--- config.mk ---
export PLATFORM = sky130hd
export DESIGN_NAME = fetch_unit
export DESIGN_NICKNAME = d
export VERILOG_FILES = /design/src/rtl/fetch_pkg.sv /design/src/rtl/fetch_skid_buf.sv /design/src/rtl/fetch_unit.sv
export SDC_FILE = /design/constraint.sdc
export NUM_CORES = 1
export LEC_CHECK = 0
export ABC_CLOCK_PERIOD_IN_PS = 5600
export CAP_MARGIN = 10
export CORE_AREA = 3 3 154 81
export CTS_CLUSTER_SIZE = 12
export DETAILED_ROUTE_END_ITERATION = 10
export DIE_AREA = 0 0 157 84
export PLACE_DENSITY = 0.75
export SLEW_MARGIN = 40
export SYNTH_ARGS = -nofsm -noshare
export SYNTH_HDL_FRONTEND = slang
export SYNTH_HIERARCHICAL = 1
export SYNTH_SLANG_ARGS = --single-unit
--- constraint.sdc ---
create_clock -name clk -period 5.6 [get_ports clk]
set_clock_uncertainty 0.1 [all_clocks]
set_input_delay 0.84 -clock clk [delete_from_list [all_inputs] [get_ports clk]]
set_output_delay 0.84 -clock clk [all_outputs]
set_load 0.05 [all_outputs]
--- src/rtl/fetch_pkg.sv ---
// ----------------------------------------------------------------------------
// fetch_pkg
// Shared definitions for the instruction fetch unit:
//   fetch_state_e    - fetch FSM states
//   NOP_INSTR        - instruction word presented while the IF/ID slot is empty
//                      after reset
//   DEFAULT_RESET_PC - default PC loaded on reset
//   INSTR_W          - instruction word width
// ----------------------------------------------------------------------------
package fetch_pkg;

    localparam int unsigned INSTR_W = 32;

    localparam logic [INSTR_W-1:0] NOP_INSTR        = 32'h0000_0000;
    localparam logic [31:0]        DEFAULT_RESET_PC = 32'h0000_0000;

    // S_REQ     : request driven whenever the output slot can take a word
    // S_WAIT    : output slot full, no request
    // S_DISCARD : a redirect left a request in flight; drop its response
    typedef enum logic [1:0] {
        S_REQ     = 2'd0,
        S_WAIT    = 2'd1,
        S_DISCARD = 2'd2
    } fetch_state_e;

endpackage : fetch_pkg

--- src/rtl/fetch_skid_buf.sv ---
// ----------------------------------------------------------------------------
// fetch_skid_buf
// Two-entry FIFO placed at the fetch output so a one-cycle decode stall does
// not create a bubble. Only instantiated when FETCH_SKID_EN is defined.
// Ports:
//   clk, rst_n            - clock, asynchronous active-low reset
//   flush                 - drop both entries (redirect)
//   in_valid / in_ready   - write side handshake, in_data payload
//   out_valid / out_ready - read side handshake, out_data = head entry
// in_ready depends only on the stored count, never on out_ready, so the
// fetch request path has no combinational dependency on decode.
// ----------------------------------------------------------------------------
module fetch_skid_buf #(
    parameter int unsigned       DATA_W     = 64,
    parameter logic [DATA_W-1:0] RESET_DATA = '0
) (
    input  logic              clk,
    input  logic              rst_n,
    input  logic              flush,
    input  logic              in_valid,
    output logic              in_ready,
    input  logic [DATA_W-1:0] in_data,
    output logic              out_valid,
    input  logic              out_ready,
    output logic [DATA_W-1:0] out_data
);

    logic [DATA_W-1:0] mem_q [2];
    logic [DATA_W-1:0] mem_d [2];
    logic              wr_ptr_q, wr_ptr_d;
    logic              rd_ptr_q, rd_ptr_d;
    logic [1:0]        count_q,  count_d;
    logic              push, pop;

    assign in_ready  = (count_q != 2'd2);
    assign out_valid = (count_q != 2'd0);
    assign out_data  = mem_q[rd_ptr_q];

    assign push = in_valid  && in_ready;
    assign pop  = out_valid && out_ready;

    always_comb begin
        mem_d    = mem_q;
        wr_ptr_d = wr_ptr_q;
        rd_ptr_d = rd_ptr_q;
        count_d  = count_q;
        if (flush) begin
            wr_ptr_d = 1'b0;
            rd_ptr_d = 1'b0;
            count_d  = 2'd0;
        end else begin
            if (push) begin
                mem_d[wr_ptr_q] = in_data;
                wr_ptr_d        = ~wr_ptr_q;
            end
            if (pop) begin
                rd_ptr_d = ~rd_ptr_q;
            end
            count_d = count_q + {1'b0, push} - {1'b0, pop};
        end
    end

    // NOTE: the storage is reset as well, because the head entry is visible
    // on the outputs while empty and must read as NOP / zero after reset.
    always_ff @(posedge clk or negedge rst_n) begin
        if (!rst_n) begin
            for (int i = 0; i < 2; i++) begin
                mem_q[i] <= RESET_DATA;
            end
            wr_ptr_q <= 1'b0;
            rd_ptr_q <= 1'b0;
            count_q  <= 2'd0;
        end else begin
            mem_q    <= mem_d;
            wr_ptr_q <= wr_ptr_d;
            rd_ptr_q <= rd_ptr_d;
            count_q  <= count_d;
        end
    end

endmodule : fetch_skid_buf

--- src/rtl/fetch_unit.sv ---
// ----------------------------------------------------------------------------
// fetch_unit
// Instruction fetch stage: holds the PC, issues word-aligned requests to the
// instruction memory and presents fetched words to decode with a valid/ready
// handshake. Memory acknowledges and returns data in the request cycle; the
// word appears on id_instr the following cycle.
// Ports:
//   clk, rst_n                 - clock, asynchronous active-low reset
//   imem_req / imem_addr       - fetch request and word address (= PC)
//   imem_ack / imem_rdata      - same-cycle accept and instruction data
//   redir_valid / redir_pc     - one-cycle redirect (branch/jump)
//   id_valid / id_ready        - IF/ID handshake
//   id_instr / id_pc4          - instruction and its fetch address + 4
// Configuration macro:
//   FETCH_SKID_EN - replaces the single IF/ID register with a two-entry
//                   skid buffer (fetch_skid_buf) so fetch keeps going while
//                   the buffer has room.
// ----------------------------------------------------------------------------
module fetch_unit
    import fetch_pkg::*;
#(
    parameter int unsigned       ADDR_W   = 32,
    parameter logic [ADDR_W-1:0] RESET_PC = DEFAULT_RESET_PC[ADDR_W-1:0]
) (
    input  logic               clk,
    input  logic               rst_n,
    output logic               imem_req,
    output logic [ADDR_W-1:0]  imem_addr,
    input  logic               imem_ack,
    input  logic [INSTR_W-1:0] imem_rdata,
    input  logic               redir_valid,
    input  logic [ADDR_W-1:0]  redir_pc,
    output logic               id_valid,
    input  logic               id_ready,
    output logic [INSTR_W-1:0] id_instr,
    output logic [ADDR_W-1:0]  id_pc4
);

    fetch_state_e      state_q, state_d;
    logic [ADDR_W-1:0] pc_q, pc_d;
    logic [ADDR_W-1:0] pc_plus4;
    logic [ADDR_W-1:0] redir_target;

    logic req_int;     // request actually driven this cycle
    logic accept;      // acked response that is written to the output
    logic slot_free;   // output can take a word this cycle
    logic wait_exit;   // S_WAIT may resume requesting

    // Wraps modulo 2^ADDR_W by construction.
    assign pc_plus4     = pc_q + ADDR_W'(4);
    assign redir_target = redir_pc & ~ADDR_W'(3);

    assign accept = req_int && imem_ack && !redir_valid;

`ifdef FETCH_SKID_EN
    logic buf_in_ready;
    logic buf_out_valid;
    logic [INSTR_W+ADDR_W-1:0] buf_out_data;

    fetch_skid_buf #(
        .DATA_W     (INSTR_W + ADDR_W),
        .RESET_DATA ({NOP_INSTR, {ADDR_W{1'b0}}})
    ) u_skid_buf (
        .clk       (clk),
        .rst_n     (rst_n),
        .flush     (redir_valid),
        .in_valid  (accept),
        .in_ready  (buf_in_ready),
        .in_data   ({imem_rdata, pc_plus4}),
        .out_valid (buf_out_valid),
        .out_ready (id_ready),
        .out_data  (buf_out_data)
    );

    assign slot_free = buf_in_ready;
    assign wait_exit = buf_in_ready;

    assign id_valid  = buf_out_valid;
    assign id_instr  = buf_out_data[INSTR_W+ADDR_W-1:ADDR_W];
    assign id_pc4    = buf_out_data[ADDR_W-1:0];
`else
    logic               id_valid_q, id_valid_d;
    logic [INSTR_W-1:0] id_instr_q, id_instr_d;
    logic [ADDR_W-1:0]  id_pc4_q,   id_pc4_d;

    // The slot counts as free when it is emptying this cycle.
    assign slot_free = !id_valid_q || id_ready;
    assign wait_exit = id_valid_q && id_ready;

    always_comb begin
        id_valid_d = id_valid_q;
        id_instr_d = id_instr_q;
        id_pc4_d   = id_pc4_q;
        if (id_valid_q && id_ready) begin
            id_valid_d = 1'b0;
        end
        if (accept) begin
            id_valid_d = 1'b1;
            id_instr_d = imem_rdata;
            id_pc4_d   = pc_plus4;
        end
        // Redirect flushes the slot whatever decode is doing.
        if (redir_valid) begin
            id_valid_d = 1'b0;
        end
    end

    always_ff @(posedge clk or negedge rst_n) begin
        if (!rst_n) begin
            id_valid_q <= 1'b0;
            id_instr_q <= NOP_INSTR;
            id_pc4_q   <= '0;
        end else begin
            id_valid_q <= id_valid_d;
            id_instr_q <= id_instr_d;
            id_pc4_q   <= id_pc4_d;
        end
    end

    assign id_valid = id_valid_q;
    assign id_instr = id_instr_q;
    assign id_pc4   = id_pc4_q;
`endif

    // ------------------------------------------------------------------
    // FSM: state register
    // ------------------------------------------------------------------
    // NOTE: all state uses non-blocking assignments so every flop samples
    // the pre-edge values regardless of process ordering.
    always_ff @(posedge clk or negedge rst_n) begin
        if (!rst_n) begin
            state_q <= S_REQ;
            pc_q    <= RESET_PC;
        end else begin
            state_q <= state_d;
            pc_q    <= pc_d;
        end
    end

    // ------------------------------------------------------------------
    // FSM: next state (redirect has priority over ack, ready and stall)
    // ------------------------------------------------------------------
    // NOTE: every output of this block gets a default first so no path
    // leaves it unassigned and no latch is inferred.
    always_comb begin
        state_d = state_q;
        pc_d    = pc_q;

        if (redir_valid) begin
            pc_d = redir_target;
        end else if (accept) begin
            pc_d = pc_plus4;
        end

        unique case (state_q)
            S_REQ: begin
                if (redir_valid) begin
                    // An un-acked request is still owed a response.
                    state_d = (req_int && !imem_ack) ? S_DISCARD : S_REQ;
                end else if (!slot_free) begin
                    state_d = S_WAIT;
                end
            end
            S_WAIT: begin
                if (redir_valid || wait_exit) begin
                    state_d = S_REQ;
                end
            end
            S_DISCARD: begin
                // The stale response is dropped here; a redirect in this
                // state only moves the PC.
                if (imem_ack) begin
                    state_d = S_REQ;
                end
            end
            default: begin
                state_d = S_REQ;
            end
        endcase
    end

    // ------------------------------------------------------------------
    // FSM: outputs
    // ------------------------------------------------------------------
    // Gated by rst_n so no request is visible while reset is asserted,
    // yet one goes out in the very first clock after release.
    always_comb begin
        req_int = 1'b0;
        if (rst_n && (state_q == S_REQ) && slot_free) begin
            req_int = 1'b1;
        end
    end

    assign imem_req  = req_int;
    assign imem_addr = pc_q;

endmodule : fetch_unit

==> key figures, run 1 <==
Run status
  – Outcome: finished, final reports clean

Power and ir drop
  – Clk pwr share: 22.5%
  – Net switching power: 1.07 mW
  – VDD IR max: 160 uV
  – Internal Power: 1.50 mW
  – Seq pwr share: 36.0%
  – P per Cell Area: 393 nW/um^2
  – Combinational fraction of design power: 41.5%
  – Cell leakage power: 2.59 nW
  – Switching fraction of total power: 41.7%

Global routing
  – Largest net degree at the start of global routing: 92
  – GRT Util Overall: 19.1%
  – Initial antenna violation count: 1
  – Vias in the first global route: 3711
  – Grt total ovfl: 0
  – First-pass GRT wire length: 19900 um

Die
  – Die area: 13200 um^2
  – I/O pin cnt: 167
  – Die height: 84 um
  – Core ar.: 11000 um^2
  – Starting Density: 42.7%
  – Die width: 157 um
  – # rows: 27

CTS
  – Clock latency on the worst-skew pair: 0.35 ns
  – CTS tree: built
  – CTS Buffer Depth: 2
  – Clk slew on worst S/H paths: 0.07 ns
  – CTS resizes: 0
  – Root Buffer: clkbuf_16
  – CTS Hold Bufs: 0
  – Num CTS Buffers: 9
  – CTS sink count: 95
  – Setup bufs post-CTS: 0
  – H-tree levels: 3

Drt
  – Initial DRT Pass Iterations: 5
  – WL per Instance: 16.8 um
  – Post-DRT Antenna Nets: 0
  – Initial DRC count: 326
  – Routed wire length: 12600 um
  – Post-route DRC violation count: 0
  – Via count: 3826
  – Drt via density: 5.11

Yosys
  – Synthesized cell area: 4720 um^2
  – Sequential share of the synthesized area: 50.4%
  – Post-synth EDFFs: 0
  – Post-synth top area share: 50.4%
  – Ys async rst share: 100%
  – Syn Area/Cell: 10.3 um^2
  – Synth Flop Type: dfrtp_1
  – Flops & latches, synth: 95
  – Synth top area cells: dfrtp_1 (50%), mux2_2 (8.6%), nand2_1 (6.1%), xor2_1 (5.9%), o21ai_0 (5.7%)
  – Number of synthesis warnings: 6
  – Post-synthesis cell count: 457
  – Post-synth cell types: 43
  – Synth area leader: dfrtp_1

Worst setup path
  – Buf/Inv on CP: 2
  – Worst r2r dst: id_pc4[28]
  – Worst r2r src: imem_addr[2]
  – Worst Path Arrival: 2.47 ns
  – CP Launch Type: primary input
  – Reg2Reg Depth: 6
  – Critical path fanouts, max: 4
  – R2r setup slk: 3.33 ns
  – CP Capture Type: output port
  – Critical path type: in -> out
  – Worst path top cell family by delay: buffers and inverters
  – Crit. path cell count: 4
  – CP max stage delay: 0.82 ns
  – CP Cell Sequence: clkdlybuf4s50_1, nand2b_4, and3_1, clkdlybuf4s50_1
  – Crit-path slowest cell: clkdlybuf4s50_1
  – Most used cell, CP: clkdlybuf4s50_1
  – Data required time of the critical path: 4.66 ns

Placed design
  – Final Wtd Congestion: 0.846
  – DP HPWL: 9050 um
  – Placed Area: 6290 um^2
  – Cell Count Post-Placement: 732
  – Count of buffers from port buffering: 160

Timing
  – Tmin final: 3.41 ns
  – Hold Vio Cnt, Final: 0
  – Fin Hold WS: 0.306 ns
  – Setup_tns: 0 ns
  – # setup viols final: 0
  – Slew Limit Fails: 0
  – Achievable clock frequency: 293 MHz
  – Final Cycle Share: 60.9%
  – Max-slew headroom: 55.8%
  – Worst-Margin Slew: 0.658 ns
  – RSZ-0062 raised after global routing: false

Finish
  – Fin nets: 668
  – Area of the multi-input gates: 2100 um^2
  – Layout Utilization: 59.4%
  – Fraction of layout cells with a size suffix above 1: 11.4%
  – Antenna cell count: 0
  – Finished Layout Cells: 748
  – Area grow syn2layout: 39.1%
  – Filler instances: 939
  – Finished Cell Area: 6560 um^2
  – Register area: 2380 um^2

Job
  – Maxcap violations: 0

Hold path
  – HP Class: in -> async
[layout by cell type, fill, tap and decap left out, types with 2 or more instances in the layout]
master	Yosys	final
nor4_1	4	4
nand2_1	77	77
o21ai_0	54	54
buf_6	0	2
xnor2_1	25	25
mux2_2	36	36
nor2_1	22	22
xor2_1	32	32
or2_2	2	2
dfrtp_1	95	95
clkdlybuf4s50_1	0	158
clkinv_2	0	2
and3_1	3	3
nor3_1	6	6
nand3_1	18	18
nand4_1	22	22
conb_1	1	4
a21oi_1	2	2
buf_4	8	3
clkbuf_16	0	9
nand3b_1	2	2
inv_6	0	2
[synthesized netlist by cell type (2+ instances only)]
cell type,number
nand2_1,77
nand4_1,22
nand3_1,18
clkbuf_8,5
dfrtp_1,95
clkbuf_1,14
buf_2,6
o21ai_0,54
xor2_1,32
or2_2,2
xnor2_1,25
mux2_2,36
nor4_1,4
nor2_1,22
and3_1,3
nand3b_1,2
a21oi_1,2
buf_4,8
nor3_1,6
[final cells by class]
| type | instances | area share (%) |
|---|---|---|
| Clock buffer | 10 | 3.49 |
| Clock inverter | 6 | 0.667 |
| Inverter | 1 | 0.0572 |
| Multi-Input combinational cell | 328 | 32.0 |
| Sequential cell | 95 | 36.2 |
| Tap cell | 145 | 2.77 |
| Timing Repair Buffer | 163 | 24.8 |
[registers in the layout, indices dropped and copies added, names as in the netlist]
name,cells
state_q,2
id_valid,1
id_instr,32
imem_addr,30
id_pc4,30
[cells by family (layout without fill, tap and decap cells)]
logic type / Yosys count / in the layout / synth area share (%)
buffers and inverters: 37 / 180 / 5.38
adders and majority gates: 1 / 1 / 0.265
other: 1 / 4 / 0.0795
DFF: 95 / 95 / 50.4
and+or+nand+nor: 170 / 170 / 18.1
xor gates and xnor gates: 57 / 57 / 10.6
muxes: 37 / 37 / 8.80
AOI/OAI and AO/OA: 59 / 59 / 6.42
[layer usage]
metal	share of wire (%)	wire length (um)	global-route usage, %
met1	45	5670	26.1
met2	47	5870	30.8
met3	7.1	886	4.82
met4	0.88	111	3.81
met5	0.080	10	0
[worst max path at each step]
| stage | from | end | slack (ns) |
|---|---|---|---|
| final | id_ready | imem_req | 2.19 |
| after global routing | id_ready | imem_req | 2.11 |
| after CTS | id_ready | imem_req | 2.19 |
| after detailed placement | imem_ack | imem_addr[23] | 2.20 |
| after global placement | id_ready | imem_req | 2.19 |
| after floorplan | id_ready | id_instr[30] | 3.00 |
[per-stage QoR]
| stage | setup WS, ns | total power [mW] |
|---|---|---|
| 2_1_floorplan | 3.00 | 1.62 |
| 3_3_place_gp | 2.19 | 2.00 |
| 3_5_place_dp | 2.20 | 2.02 |
| 4_1_cts | 2.19 | 2.60 |
| 5_1_grt | 2.11 | 2.69 |
| 6_report | 2.19 | 2.58 |
[power groups by stage]
stage	Clock, mW	Sequential [mW]	Combinational [mW]
3_3_place_gp	0	0.932	1.07
2_1_floorplan	0	1.41	0.206
3_5_place_dp	0	0.941	1.08
4_1_cts	0.593	0.928	1.08
6_report	0.579	0.927	1.07
5_1_grt	0.623	0.949	1.12
Note: power is estimated with default switching activity, not from simulation.
==> run 2: changes to the inputs <==
ABC_CLOCK_PERIOD_IN_PS = 3500   (was 5600)
clock period = 3.5 ns   (was 5.6 ns; I/O delays follow)
==> run 2 against run 1 <==
  * Critical path depth stayed put
  * Clock power is 92% higher
  * Register-to-register slack worse by 2.2 ns
==> key figures, run 2 (synthesized netlist as in run 1, its figures left out) <==
Run status
  – Outcome: finished, final reports clean

Power and ir drop
  – Net switching power: 1.72 mW (+60%)
  – Cell leakage power: 2.64 nW (+2.0%)
  – Internal Power: 2.58 mW (+72%)
  – P per Cell Area: 646 nW/um^2 (+64%)
  – Combinational fraction of design power: 39.8% (-1.7 points)
  – Clk pwr share: 25.7% (+3.2 points)
  – VDD IR max: 310 uV (+94%)
  – Switching fraction of total power: 40.0% (-1.7 points)
  – Seq pwr share: 34.5% (-1.5 points)

Finish
  – Fin nets: 672 (+0.60%)
  – Max FFs per register: 32 (unchanged)
  – Antenna cell count: 0 (unchanged)
  – Most frequent cells in the layout: clkdlybuf4s50_1 (158), dfrtp_1 (95), nand2_1 (77), o21ai_0 (54), mux2_2 (36)
  – Fraction of layout cells with a size suffix above 1: 11.9% (+0.42 points)
  – Layout Utilization: 60.3% (+0.89 points)
  – Filler instances: 947 (+0.85%)
  – Commonest non-fill, non-tap cell in the layout: clkdlybuf4s50_1
  – Area grow syn2layout: 41.2%

Drt
  – Post-DRT Antenna Nets: 0 (unchanged)
  – Initial DRT Pass Iterations: 4 (-1)
  – Routed wire length: 12400 um (-1.6%)
  – Post-route DRC violation count: 0 (unchanged)
  – WL per Instance: 16.4 um (-2.1%)
  – Drt via density: 5.01 (-2.0%)
  – Via count: 3769 (-1.5%)
  – Initial DRC count: 333 (+2.1%)

Global routing
  – Initial antenna violation count: 0 (-1)
  – GRT Util Overall: 18.8% (-0.25 points)
  – Largest net degree at the start of global routing: 92 (unchanged)
  – Vias in the first global route: 3703 (-0.22%)
  – Grt total ovfl: 0 (unchanged)
  – First-pass GRT wire length: 19700 um (-1.3%)

CTS
  – Clock latency on the worst-skew pair: 0.35 ns (about the same)
  – Setup bufs post-CTS: 0 (unchanged)
  – H-tree levels: 3 (unchanged)
  – CTS resizes: 0 (unchanged)
  – CTS Buffer Depth: 2 (unchanged)
  – Root Buffer: clkbuf_16
  – CTS sink count: 95 (unchanged)
  – Num CTS Buffers: 9 (unchanged)
  – Clk slew on worst S/H paths: 0.07 ns (about the same)
  – CTS tree: built

Placed design
  – DP HPWL: 9070 um (+0.21%)
  – Count of buffers from port buffering: 160 (unchanged)
  – Final Wtd Congestion: 0.856 (+1.1%)

Timing
  – Final Cycle Share: 81.7%
  – Worst-Margin Slew: 0.662 ns (+0.00448 ns)
  – RSZ-0062 raised after global routing: false
  – # setup viols final: 0 (unchanged)
  – Hold Vio Cnt, Final: 0 (unchanged)
  – Achievable clock frequency: 350 MHz
  – Tmin final: 2.86 ns
  – Setup_tns: 0 ns (unchanged)
  – Slew Limit Fails: 0 (unchanged)
  – Max-slew headroom: 55.7% (-0.072 points)

Worst setup path
  – Critical path fanouts, max: 7 (+3)
  – CP Capture Type: output port
  – Worst Path Arrival: 2.23 ns (-0.24 ns)
  – CP Launch Type: primary input
  – CP max stage delay: 0.82 ns (about the same)
  – R2r setup slk: 1.16 ns (-2.17 ns)
  – Critical path type: in -> out
  – Data required time of the critical path: 2.87 ns (-1.79 ns)
  – CP Cell Sequence: dlygate4sd3_1, buf_4, and3_1, clkdlybuf4s50_1
  – Crit-path slowest cell: clkdlybuf4s50_1

Die
  – I/O pin cnt: 167 (unchanged)
  – Core ar.: 11000 um^2 (unchanged)
  – Starting Density: 42.7% (unchanged)
  – Die width: 157 um (unchanged)
  – Die height: 84 um (unchanged)
  – # rows: 27 (unchanged)
  – Die area: 13200 um^2 (unchanged)

Hold path
  – HP Class: reg -> reg

Job
  – Maxcap violations: 0 (unchanged)
## run 2: area by class of cell
type | instances | area [um^2] | area share, %
multi-input combinational | 328 | 2100 | 31.5
inverter | 1 | 3.75 | 0.0564
tap | 145 | 181 | 2.72
timing repair buffer | 167 | 1660 | 24.9
clock inverter | 6 | 98.8 | 1.48
clock buffer | 10 | 239 | 3.59
sequential | 95 | 2380 | 35.7
## run 2: stage by stage
step	setup WS [ns]	total power, mW	cells	cell area, um^2	hold slack (ns)
final	0.642	4.30	752	6660	0.379
after global routing	0.591	4.48	752	6660	0.415
after CTS	0.626	4.34	752	6660	0.385
after detailed placement	0.571	3.23	735	6310	0.241
after global placement	0.674	3.20	735	6310	0.239
after floorplan	1.10	2.59	460	4730	0.129
## run 2: timing repair
action,CTS,global route
setup endpoints to repair,0,0
endpoints found under the hold margin,4,0
hold buffers,1,0
## run 2: power by group through the flow
stage / registers, mW / logic, mW / clock network [mW]
after floorplan: 2.26 / 0.330 / 0
after global placement: 1.49 / 1.71 / 0
after detailed placement: 1.50 / 1.72 / 0
after CTS: 1.48 / 1.73 / 1.13
after global routing: 1.51 / 1.79 / 1.18
final: 1.48 / 1.71 / 1.11
## run 2: layer usage
metal  GRT usage (%)  wire length (um)
met2            30.1              5750
met3            4.56               800
met5               0                 0
met1            25.9              5690
met4            4.21               121
## run 2: final timing paths
kind                                end         start  cells past startpoint
max                            imem_req         rst_n                      4
min                          id_pc4[27]    id_pc4[27]                      2
max reg2reg                  id_pc4[28]  imem_addr[2]                      6
min reg2reg                  id_pc4[27]    id_pc4[27]                      2
max in group asynchronous  id_instr[20]         rst_n                      4
min in group asynchronous  imem_addr[3]         rst_n                      2
## run 2: critical path: cells and delay by family
family / cells / cell delay (ns)
buffers and inverters: 3 / 1.50
and+or+nand+nor: 1 / 0.21
==> run 3: changes to the inputs <==
ABC_CLOCK_PERIOD_IN_PS = 2860   (was 3500)
clock period = 2.86 ns   (was 3.5 ns; I/O delays follow)
==> run 3 against run 2 <==
  * Flip-flop and latch count unchanged
  * Sequential power up 22%
  * Power up 20%
  * Critical path depth is 1 higher
  * First-iteration DRC count fell by 15%
  * Die area unchanged
  * Count of clock-buffer cells in the layout is the same
  * Routed wire length about the same
  * Final cell count increased by 0.13%
  * Global-route usage is 0.38 points higher
  * Combinational power rose by 23%
  * Via count increased by 0.82%
  * Largest power group unchanged
==> key figures, run 3 (synthesized netlist as in run 1, its figures left out) <==
Run status
  – Outcome: finished, final reports clean

Worst setup path
  – Reg2Reg Depth: 6 (unchanged)
  – CP Launch Type: primary input
  – Critical path type: in -> out
  – Critical path fanouts, max: 24 (+17)
  – Worst path top cell family by delay: buffers and inverters
  – Worst Path Arrival: 1.87 ns (-0.36 ns)
  – CP Capture Type: output port
  – Buf/Inv on CP: 4 (+1)
  – CP max stage delay: 0.53 ns (-0.29 ns)
  – Most used cell, CP: buf_4
  – Data required time of the critical path: 2.33 ns (-0.54 ns)
  – Worst r2r src: imem_addr[2]
  – CP Cell Sequence: dlygate4sd3_1, buf_4, buf_4, and3_1, buf_4
  – Critical path launch point: rst_n
  – R2r setup slk: 0.54 ns (-0.62 ns)
  – Worst r2r dst: id_pc4[30]
  – Crit-path slowest cell: dlygate4sd3_1

Die
  – # rows: 27 (unchanged)
  – I/O pin cnt: 167 (unchanged)
  – Starting Density: 42.7% (unchanged)
  – Die height: 84 um (unchanged)
  – Die area: 13200 um^2 (unchanged)
  – Core ar.: 11000 um^2 (unchanged)
  – Die width: 157 um (unchanged)

Timing
  – Worst-Margin Slew: 0.690 ns (+0.0280 ns)
  – Achievable clock frequency: 416 MHz
  – Hold Vio Cnt, Final: 0 (unchanged)
  – RSZ-0062 raised after global routing: false
  – Tmin final: 2.40 ns
  – Max-slew headroom: 54.0% (-1.7 points)
  – Final Cycle Share: 84.0%
  – Setup_tns: 0 ns (unchanged)
  – # setup viols final: 0 (unchanged)
  – Fin Hold WS: 0.377 ns (-0.00144 ns)
  – Slew Limit Fails: 0 (unchanged)

Drt
  – Via count: 3800 (+0.82%)
  – Post-route DRC violation count: 0 (unchanged)
  – Drt via density: 5.05 (+0.69%)
  – WL per Instance: 16.4 um (-0.20%)
  – Routed wire length: 12300 um (about the same)
  – Initial DRC count: 283 (-15%)
  – Initial DRT Pass Iterations: 4 (unchanged)
  – Post-DRT Antenna Nets: 0 (unchanged)

CTS
  – Setup bufs post-CTS: 0 (unchanged)
  – Root Buffer: clkbuf_16
  – CTS Buffer Depth: 2 (unchanged)
  – CTS tree: built
  – CTS resizes: 0 (unchanged)
  – CTS sink count: 95 (unchanged)
  – Clk slew on worst S/H paths: 0.07 ns (about the same)
  – Clock latency on the worst-skew pair: 0.34 ns (about the same)
  – CTS Hold Bufs: 1 (unchanged)
  – H-tree levels: 3 (unchanged)
  – Num CTS Buffers: 9 (unchanged)

Hold path
  – Hold_sp: id_pc4[28]
  – HP Class: reg -> reg
  – Hold path cells: 2 (unchanged)
  – Hold EP: id_pc4[28]

Power and ir drop
  – VDD IR max: 309 uV (-0.30%)
  – Clk pwr share: 24.0% (-1.7 points)
  – P per Cell Area: 776 nW/um^2 (+20%)
  – Net switching power: 2.10 mW (+22%)
  – Switching fraction of total power: 40.9% (+0.83 points)
  – Internal Power: 3.04 mW (+18%)
  – Combinational fraction of design power: 40.7% (+0.9 points)
  – Seq pwr share: 35.2% (+0.7 points)
  – Cell leakage power: 2.63 nW (-0.37%)

Finish
  – Antenna cell count: 0 (unchanged)
  – Register area: 2380 um^2 (unchanged)
  – Max FFs per register: 32 (unchanged)
  – Finished Cell Area: 6640 um^2 (-0.38%)
  – Layout Utilization: 60.1% (-0.23 points)
  – Area of the multi-input gates: 2100 um^2 (unchanged)
  – Finished Layout Cells: 753 (+0.13%)
  – Area grow syn2layout: 40.6%
  – Fin nets: 673 (+0.15%)
  – Filler instances: 965 (+1.9%)
  – Commonest non-fill, non-tap cell in the layout: clkdlybuf4s50_1
  – Fraction of layout cells with a size suffix above 1: 12.0% (+0.14 points)
  – Most frequent cells in the layout: clkdlybuf4s50_1 (157), dfrtp_1 (95), nand2_1 (77), o21ai_0 (54), mux2_2 (36)

Placed design
  – Placed Area: 6320 um^2 (+0.14%)
  – Cell Count Post-Placement: 736 (+0.14%)
  – Count of buffers from port buffering: 160 (unchanged)
  – DP HPWL: 9080 um (+0.17%)
  – Final Wtd Congestion: 0.864 (+1.0%)

Global routing
  – Vias in the first global route: 3687 (-0.43%)
  – First-pass GRT wire length: 20000 um (+1.8%)
  – GRT Util Overall: 19.2% (+0.38 points)
  – Grt total ovfl: 0 (unchanged)
  – Initial antenna violation count: 0 (unchanged)
  – Largest net degree at the start of global routing: 92 (unchanged)

Job
  – Maxcap violations: 0 (unchanged)
[run 3: how the worst max path moves through the flow]
| stage | to | depth (start not counted) |
|---|---|---|
| after floorplan | imem_addr[26] | 6 |
| after global routing | id_pc4[26] | 6 |
| after CTS | imem_req | 5 |
| after global placement | imem_addr[22] | 7 |
| final | imem_req | 5 |
| after detailed placement | imem_addr[20] | 7 |
[run 3: per-stage QoR]
stage	power (mW)	setup slack [ns]
floorplan	3.17	0.459
global placement	3.92	0.306
detailed placement	3.95	0.224
CTS	5.21	0.431
global route	5.38	0.330
finish	5.15	0.459
[run 3: cell type report]
type / instances / area share, %
Clock buffer: 10 / 3.45
Clock inverter: 6 / 1.13
Inverter: 1 / 0.0566
Multi-Input combinational cell: 328 / 31.6
Sequential cell: 95 / 35.8
Tap cell: 145 / 2.73
Timing Repair Buffer: 168 / 25.2
[run 3: tightest hold or removal path, cell delays in order (launching register included)]
cell	delay, ns
dfrtp_1	0.34
nand2_1	0.04
o21ai_0	0.06
[run 3: per-layer routing]
| layer | vias to the layer above | track usage (%) | wire length [um] |
|---|---|---|---|
| met5 | - | 0 | 0 |
| met4 | 0 | 4.21 | 57 |
| met3 | 5 | 4.56 | 811 |
| met2 | 121 | 30.2 | 5870 |
| met1 | 1833 | 26.9 | 5610 |
| li1 | 1841 | - | - |
[run 3: power by group through the flow]
| stage | clock network [mW] | logic, mW | registers [mW] |
|---|---|---|---|
| final | 1.24 | 2.10 | 1.81 |
| after floorplan | 0 | 0.404 | 2.76 |
| after global placement | 0 | 2.09 | 1.82 |
| after detailed placement | 0 | 2.11 | 1.84 |
| after CTS | 1.27 | 2.12 | 1.81 |
| after global routing | 1.33 | 2.19 | 1.85 |
